[src/rtl/game_timer.sv]
// Game clock: a prescaler turns Clk into minute ticks, which advance a minute counter.
// While a quiz is open, the same ticks count down a quiz budget instead.
module game_timer #(
    parameter int unsigned TICK_DIV  = 67108864,
    parameter int unsigned MIN_LIMIT = 60,
    parameter int unsigned QUIZ_LEN  = 5
) (
    input  logic       Clk,
    input  logic       Reset_n,
    input  logic       clear,
    input  logic       start,
    input  logic       pause,
    input  logic       freeze,
    output logic [7:0] minutes,
    output logic       tick,
    output logic [3:0] quiz_left,
    output logic       quiz_expired,
    output logic       timeout,
    output logic       running,
    output logic       paused,
    output logic       done
);

    localparam logic [26:0] PRE_LAST  = 27'(TICK_DIV - 1);
    localparam logic [7:0]  MIN_LAST  = 8'(MIN_LIMIT);
    localparam logic [3:0]  QUIZ_INIT = 4'(QUIZ_LEN);

    typedef enum logic [1:0] {IDLE, RUN, PAUSE, DONE} state_e;

    state_e      state_q, state_d;
    logic [26:0] prescaler_q, prescaler_d;
    logic [7:0]  minutes_q, minutes_d;
    logic [3:0]  quizLeft_q, quizLeft_d;
    logic        quizExpired_q, quizExpired_d;
    logic [7:0]  minutesInc;

    always_ff @(posedge Clk or negedge Reset_n) begin
        if (!Reset_n) begin
            state_q       <= IDLE;
            prescaler_q   <= '0;
            minutes_q     <= '0;
            quizLeft_q    <= '0;
            quizExpired_q <= 1'b0;
        end else begin
            state_q       <= state_d;
            prescaler_q   <= prescaler_d;
            minutes_q     <= minutes_d;
            quizLeft_q    <= quizLeft_d;
            quizExpired_q <= quizExpired_d;
        end
    end

    assign tick       = ((state_q == RUN) || (state_q == PAUSE)) && (prescaler_q == PRE_LAST);
    assign minutesInc = minutes_q + 8'd1;

    always_comb begin
        state_d       = state_q;
        prescaler_d   = prescaler_q;
        minutes_d     = minutes_q;
        quizLeft_d    = quizLeft_q;
        quizExpired_d = 1'b0;

        // The prescaler keeps its phase across RUN<->PAUSE, so a quiz does not shift the minute grid.
        if ((state_q == RUN) || (state_q == PAUSE)) begin
            prescaler_d = tick ? 27'd0 : prescaler_q + 27'd1;
        end

        if (clear) begin
            state_d     = IDLE;
            prescaler_d = '0;
            minutes_d   = '0;
            quizLeft_d  = '0;
        end else if (freeze && (state_q != IDLE)) begin
            state_d     = DONE;
            prescaler_d = '0;
        end else begin
            case (state_q)
                IDLE: begin
                    prescaler_d = '0;
                    if (start) begin
                        state_d = RUN;
                    end
                end
                RUN: begin
                    if (tick) begin
                        minutes_d = minutesInc;
                    end
                    if (tick && (minutesInc == MIN_LAST)) begin
                        state_d     = DONE;
                        prescaler_d = '0;
                    end else if (pause) begin
                        state_d    = PAUSE;
                        quizLeft_d = QUIZ_INIT;
                    end
                end
                PAUSE: begin
                    if (tick && (quizLeft_q != 4'd0)) begin
                        quizLeft_d    = quizLeft_q - 4'd1;
                        quizExpired_d = (quizLeft_q == 4'd1);
                    end
                    if (!pause) begin
                        state_d    = RUN;
                        quizLeft_d = '0;
                    end
                end
                DONE: begin
                    prescaler_d = '0;
                end
                default: begin
                    state_d = IDLE;
                end
            endcase
        end
    end

    assign minutes      = minutes_q;
    assign quiz_left    = quizLeft_q;
    assign quiz_expired = quizExpired_q;
    assign timeout      = (minutes_q == MIN_LAST);
    assign running      = (state_q == RUN);
    assign paused       = (state_q == PAUSE);
    assign done         = (state_q == DONE);

endmodule

[config.mk]
export PLATFORM = sky130hd
export DESIGN_NAME = game_timer
export DESIGN_NICKNAME = d
export VERILOG_FILES = /design/src/rtl/game_timer.sv
export SDC_FILE = /design/constraint.sdc
export NUM_CORES = 1
export LEC_CHECK = 0
export ABC_AREA = 1
export BUFFER_PORTS_ARGS = -buffer_cell sky130_fd_sc_hd__buf_4
export CAP_MARGIN = 30
export CORE_MARGIN = 2
export CORE_UTILIZATION = 45
export DETAILED_ROUTE_END_ITERATION = 10
export GPL_TIMING_DRIVEN = 0
export PLACE_DENSITY = 0.72
export SLEW_MARGIN = 10
export SYNTH_ARGS = -nofsm -noshare
export SYNTH_HDL_FRONTEND = slang
export SYNTH_SLANG_ARGS = --single-unit
[constraint.sdc]
create_clock -name Clk -period 2 [get_ports Clk]
set_input_delay 0.4 -clock Clk [delete_from_list [all_inputs] [get_ports Clk]]
set_output_delay 0.4 -clock Clk [all_outputs]
set_load 0.02 [all_outputs]
-- After elaboration in Yosys (flattened, before gate mapping)
Cells that the tools add are included.
- register bits after elaboration: 42
- input bits: 6
- word-level logic and storage cells: 66
- output and inout bits: 18
- reduce and logical (&&, ||, !) cells: 16
- mux-type cells: 28
- equal/unequal tests: 14
- $add $sub $neg: 3
- operators by type and width (operator ; count):
    2-to-1 mux 27 bit ; 5
    case mux 27 bit (2 select lines) ; 1
    2-to-1 mux 8 bit ; 4
    adder 27 x 1 -> 27 bit, second input constant ; 1
    equality test 27 x 26 -> 1 bit, second input constant ; 1
    2-to-1 mux 4 bit ; 6
    equality test 8 x 6 -> 1 bit, second input constant ; 2
    2-to-1 mux 2 bit ; 6
    adder 8 x 1 -> 8 bit, second input constant ; 1
    inequality test 4 x 3 -> 1 bit, second input constant ; 2
    case mux 4 bit (2 select lines) ; 1
    inequality test 3 bit, second input constant ; 2
    case mux 2 bit (3 select lines) ; 1
    nonzero test 2 bit ; 3
    inequality test 5 x 3 -> 1 bit, second input constant ; 1
    AND reduction 5 bit ; 1
    nonzero test 5 bit ; 1
    equality test 2 bit, second input constant ; 2
    equality test 4 x 1 -> 1 bit, second input constant ; 1
    logical AND 1 bit ; 4
    2-to-1 mux 1 bit ; 4
    inequality test 4 bit, second input constant ; 1
    AND reduction 4 bit ; 1
    nonzero test 4 bit ; 1
    other kinds (8) ; 8

-- Longest topological paths before layout
- depth in word-level cells: 9
- depth in mapped cells: 13
- depth with buffers taken out: 13

-- Worst setup path before layout
OpenSTA, ideal clock, no wires.
- path kind: reg-to-reg
- start: reg state_q[1]
- end: reg quizLeft_q[2] (netlist: quiz_left[2])
- arrival: 1.759 ns
- data required time: 1.882 ns
- path buffers: 0
- path slack: 0.123 ns
- period minus slack after synthesis: 1.877 ns
- library setup time: 0.118 ns
- cell stages (with the launch flop): 12
- path through: dfrtp_1 > inv_1 > ha_1 > nand2_2 > nor2_2 > nand3_1 > nor2_2 > nand3_1 > a21oi_4 > nand2_4 > nand2_1 > nand2_1
- longest elaborated chain between the ends: 6
- elaborated cells between the ends (all ways): 17
- classes of those cells: eq/ne: 6; mux: 3; reduce/logical: 8
- RTL lines (item ; RTL line ; text):
    start, declared ; 30 ; state_e state_q, state_d;
    start signal, assigned ; 45 ; state_q <= state_d;
    equality test 2 x 1 -> 1 bit or equality test 2 bit (tied branches) ; 53, 77 ;
    logical OR 1 bit ; 53 ; assign tick = ((state_q == RUN) || (state_q == PAUSE)) && (prescaler_q == PRE_LAST);
    logical AND 1 bit ; 53 ;
    logical AND 1 bit, on equally long branches ; 97, 88 ;
    inequality test 4 x 3 -> 1 bit (no source line) or inequality test 3 bit (tied branches) ; -- ;
    AND reduction 5 bit (no source line) ; -- ;
    end signal, assigned ; 48 ; quizLeft_q <= quizLeft_d;
    end, declared ; 33 ; logic [3:0] quizLeft_q, quizLeft_d;
Parallel ways exist; a longest one is shown, timed or not. The select of a mux whose other input is x is not followed.
A chain may end at the register's enable or synchronous reset.

-- Worst setup path in the final report
- start: reg state_q[0]
- end: out tick
- longest elaborated chain between the ends: 3
- elaborated cells between the ends (all ways): 4
- classes of those cells: eq/ne: 2; reduce/logical: 2
- RTL lines (item ; RTL line ; text):
    equality test 2 x 1 -> 1 bit or equality test 2 bit (tied branches) ; 53 ;
    logical OR 1 bit (*) ; 53 ;
    logical AND 1 bit (*) ; 53 ;
    end, declared ; 15 ; output logic tick,
Every way passes the cells marked *; elsewhere a longest branch is shown, timed or not.

==> results.yml <==
floorplan:
  core-area_um2: 5851
  die_x_um: 81.43
  io-pin-count: 24
  start_util: 0.4611
  die_h_um: 81.43
  die-area_um2: 6630
  row_count: 28
synth:
  yosys.area.top_type: "dfrtp_1"
  synthArstFlopShare: 1.000
  synthCells: 362
  synth_edf_count: 0
  yosysSeqAreaShare: 0.3896
  synth_top_area_share: 0.3896
  yosys_warnings: 0
  synth_most_common_cell: "nand2_1"
  ys_ff_latch: 42
  dominantRegCellSynth: "dfrtp_1"
  syn_avg_cell_area_um2: 7.452
  synthTopCellsByArea: "dfrtp_1, nand2_1, nor2_1"
  synth_cell_types: 30
  synth_nets: 381
  syn_area_um2: 2698
  netlist_top_cells_count: "nand2_1, nor2_1, dfrtp_1, inv_1, nand3_1"
worst_setup_path:
  path_delay_family: "simple AND/OR/NAND/NOR gates"
  critPathMaxStageDelay_ps: 390
  cpMaxStageDelayCell: "dfrtp_1"
  endpoint: "tick"
  crit_type: "flip-flop to output port"
  path_cells: "inv_2, ha_4, nand2_4, nor2_4, nand3_2, nor2_4, nand2_2, inv_2, buf_6"
  end_kind: "output port"
  crit_path_start: "state_q[0]$_DFFE_PN0P_"
  cp_max_fo: 2
  cp.arrival_ps: 1620
  r2r_start: "state_q[0]$_DFFE_PN0P_"
  cp-start-kind: "flip-flop"
  r2r-end: "minutes[5]$_DFFE_PN0P_"
  crit_cells: 9
  path_buf_inv: 3
  timing.reg2reg.setup_slack_ps: 70
  required_ps: 1600
  reg2regPathDepth: 12
route:
  ant_nets: 0
  drt_iter0_drc: 116
  wl_met3_um: 265
  totalWireLength_mm: 5.782
  drc: 0
  maxUsedRoutingLayer: "met4"
  dr.pass1.iters: 6
  dr_wl_met2_mm: 2.671
  viasPerCell: 5.113
  via_count: 2434
  met1_length_mm: 2.751
  wire_per_inst_um: 12.15
global_route:
  grt_pass1_vias: 2248
  grt_pass1_wl_mm: 9.722
  grt_usage: 0.1861
  grt_max_degree: 43
  gr-total-overflow: 0
  antenna_found_initial: 0
place:
  dpl_worst_slack_ps: -162.6
  globalplace.congestion: 0.8351
  port_buffers: 22
  hpwl_mm: 4.120
pwr:
  leakage_uw: 0.001408
  peakVddDrop_mv: 0.4791
  p_per_area_nw_per_um2: 794.6
final_layout:
  syn_to_final_growth_pct: 18.65
  nNetsFinal: 420
  drive_gt1_frac: 0.2020
  num_antenna_cells: 0
  final_core_util: 0.5470
timing:
  maxSlewViolCount: 0
  period_needed_ps: 2020
  fmax_mhz: 495.0
  finalSetupViolCount: 1
  finalCritPeriodShare: 1.010
  fin_hold_ws_ps: 88.14
  slew_headroom: 0.6456
  finalHoldViolations: 0
  worst_clock_skew_ps: 8.823
  rsz0062_at_grt: "yes"
  fin_ws_ps: -20.27
  tightest_slew_ps: 531.7
clocking:
  clk_latency_ps: 300
  h-tree-depth: 2
  clkSinkCount: 42
  path_clk_slew_ps: 80
  root_buffer: "clkbuf_8"
  cts_max_path_buffers: 2
  numCtsBuffers: 5
  cts_tree: "done"
job:
  maxCapViolCount: 0
hold_path:
  hp-class: "input port to asynchronous set/reset pin"
run_status:
  violations: "negative setup slack"
  status: "finished with violations"
-- what timing repair did --
action                                  CTS  global route
pin swaps                                 2             4
endpoints found under the setup margin   21            17
resized for setup                         7            21
setup buffers                             6             3
gates cloned                              0             1
hold buffers                              0             0
-- power by group --
part / leakage (uW) / switching [uW] / total, uW / internal (uW)
Combinational: 0.000787 / 636 / 1040 / 404
Sequential: 0.000578 / 73.6 / 983 / 910
Clock: 0.0000438 / 285 / 520 / 234
Total: 0.00141 / 995 / 2540 / 1550
-- stage by stage --
step / instances / TNS, ps / cell area [um2] / power (uW)
4_1_cts: 472 / -41.60 / 3102 / 2521
3_3_place_gp: 459 / -2093 / 2957 / 1877
2_1_floorplan: 362 / 0 / 2698 / 1634
6_report: 476 / -20.27 / 3201 / 2543
3_5_place_dp: 459 / -2223 / 2957 / 1898
5_1_grt: 476 / -143.1 / 3201 / 2707
-- worst reg2reg max path: stages, from the launching register on --
cell and delay [ps]:
dfrtp_1 390, inv_2 70, ha_4 280, nand2_4 50, nor2_4 80, nand3_2 100, nor2_4 110, nand2_2 80
buf_4 150, o21ai_4 240, buf_6 150, nand4_1 60, o21ai_0 90
-- cells in the final DEF, fill, tap and decap left out, drive strengths merged, types with 9 or more instances in the layout --
| master | Yosys | routed |
|---|---|---|
| a21oi | 14 | 14 |
| nor3 | 9 | 9 |
| buf | 4 | 36 |
| dfrtp | 42 | 42 |
| nand3 | 30 | 30 |
| xor2 | 11 | 11 |
| o21ai | 21 | 21 |
| nor2 | 74 | 74 |
| ha | 13 | 13 |
| nand2 | 82 | 82 |
| inv | 43 | 43 |
-- layer usage --
metal | vias up | global-route usage
li1 | 1232 | -
met1 | 1126 | 0.2432
met2 | 65 | 0.3148
met3 | 11 | 0.03297
met4 | 0 | 0.05593
met5 | - | 0
-- state kept, by name, summed over array words and instances (netlist names) --
register	cells
quiz_left	4
prescaler_q	27
minutes	8
quiz_expired	1
state_q	2
-- logic make-up after synthesis --
kind of cell	count (synthesis)	synth area share
compound gates	37	0.08164
xor+xnor	17	0.05519
fa+ha+maj	13	0.06030
buf+inv	48	0.07421
flops	42	0.3896
simple gates	205	0.3391
-- final cells by class --
class | instances | area, um2
fillers | 555 | 2650
multi-input cells | 272 | 1525
flip-flops and latches | 42 | 1051
repair buffers | 32 | 251.5
inverters | 44 | 167.7
well taps | 75 | 93.84
clock buffers | 5 | 68.82
plain buffers | 4 | 32.53
clock inverters | 2 | 10.01
-- worst min path at each step --
stage	depth (start not counted)	to	slack (ps)
3_3_place_gp	1	prescaler_q[11]$_DFF_PN0_	420
6_report	1	prescaler_q[7]$_DFF_PN0_	90
3_5_place_dp	1	prescaler_q[11]$_DFF_PN0_	420
2_1_floorplan	0	minutes[0]$_DFFE_PN0P_	100
4_1_cts	1	prescaler_q[11]$_DFF_PN0_	100
5_1_grt	1	prescaler_q[19]$_DFF_PN0_	130
(Power assumes the default switching activity.)
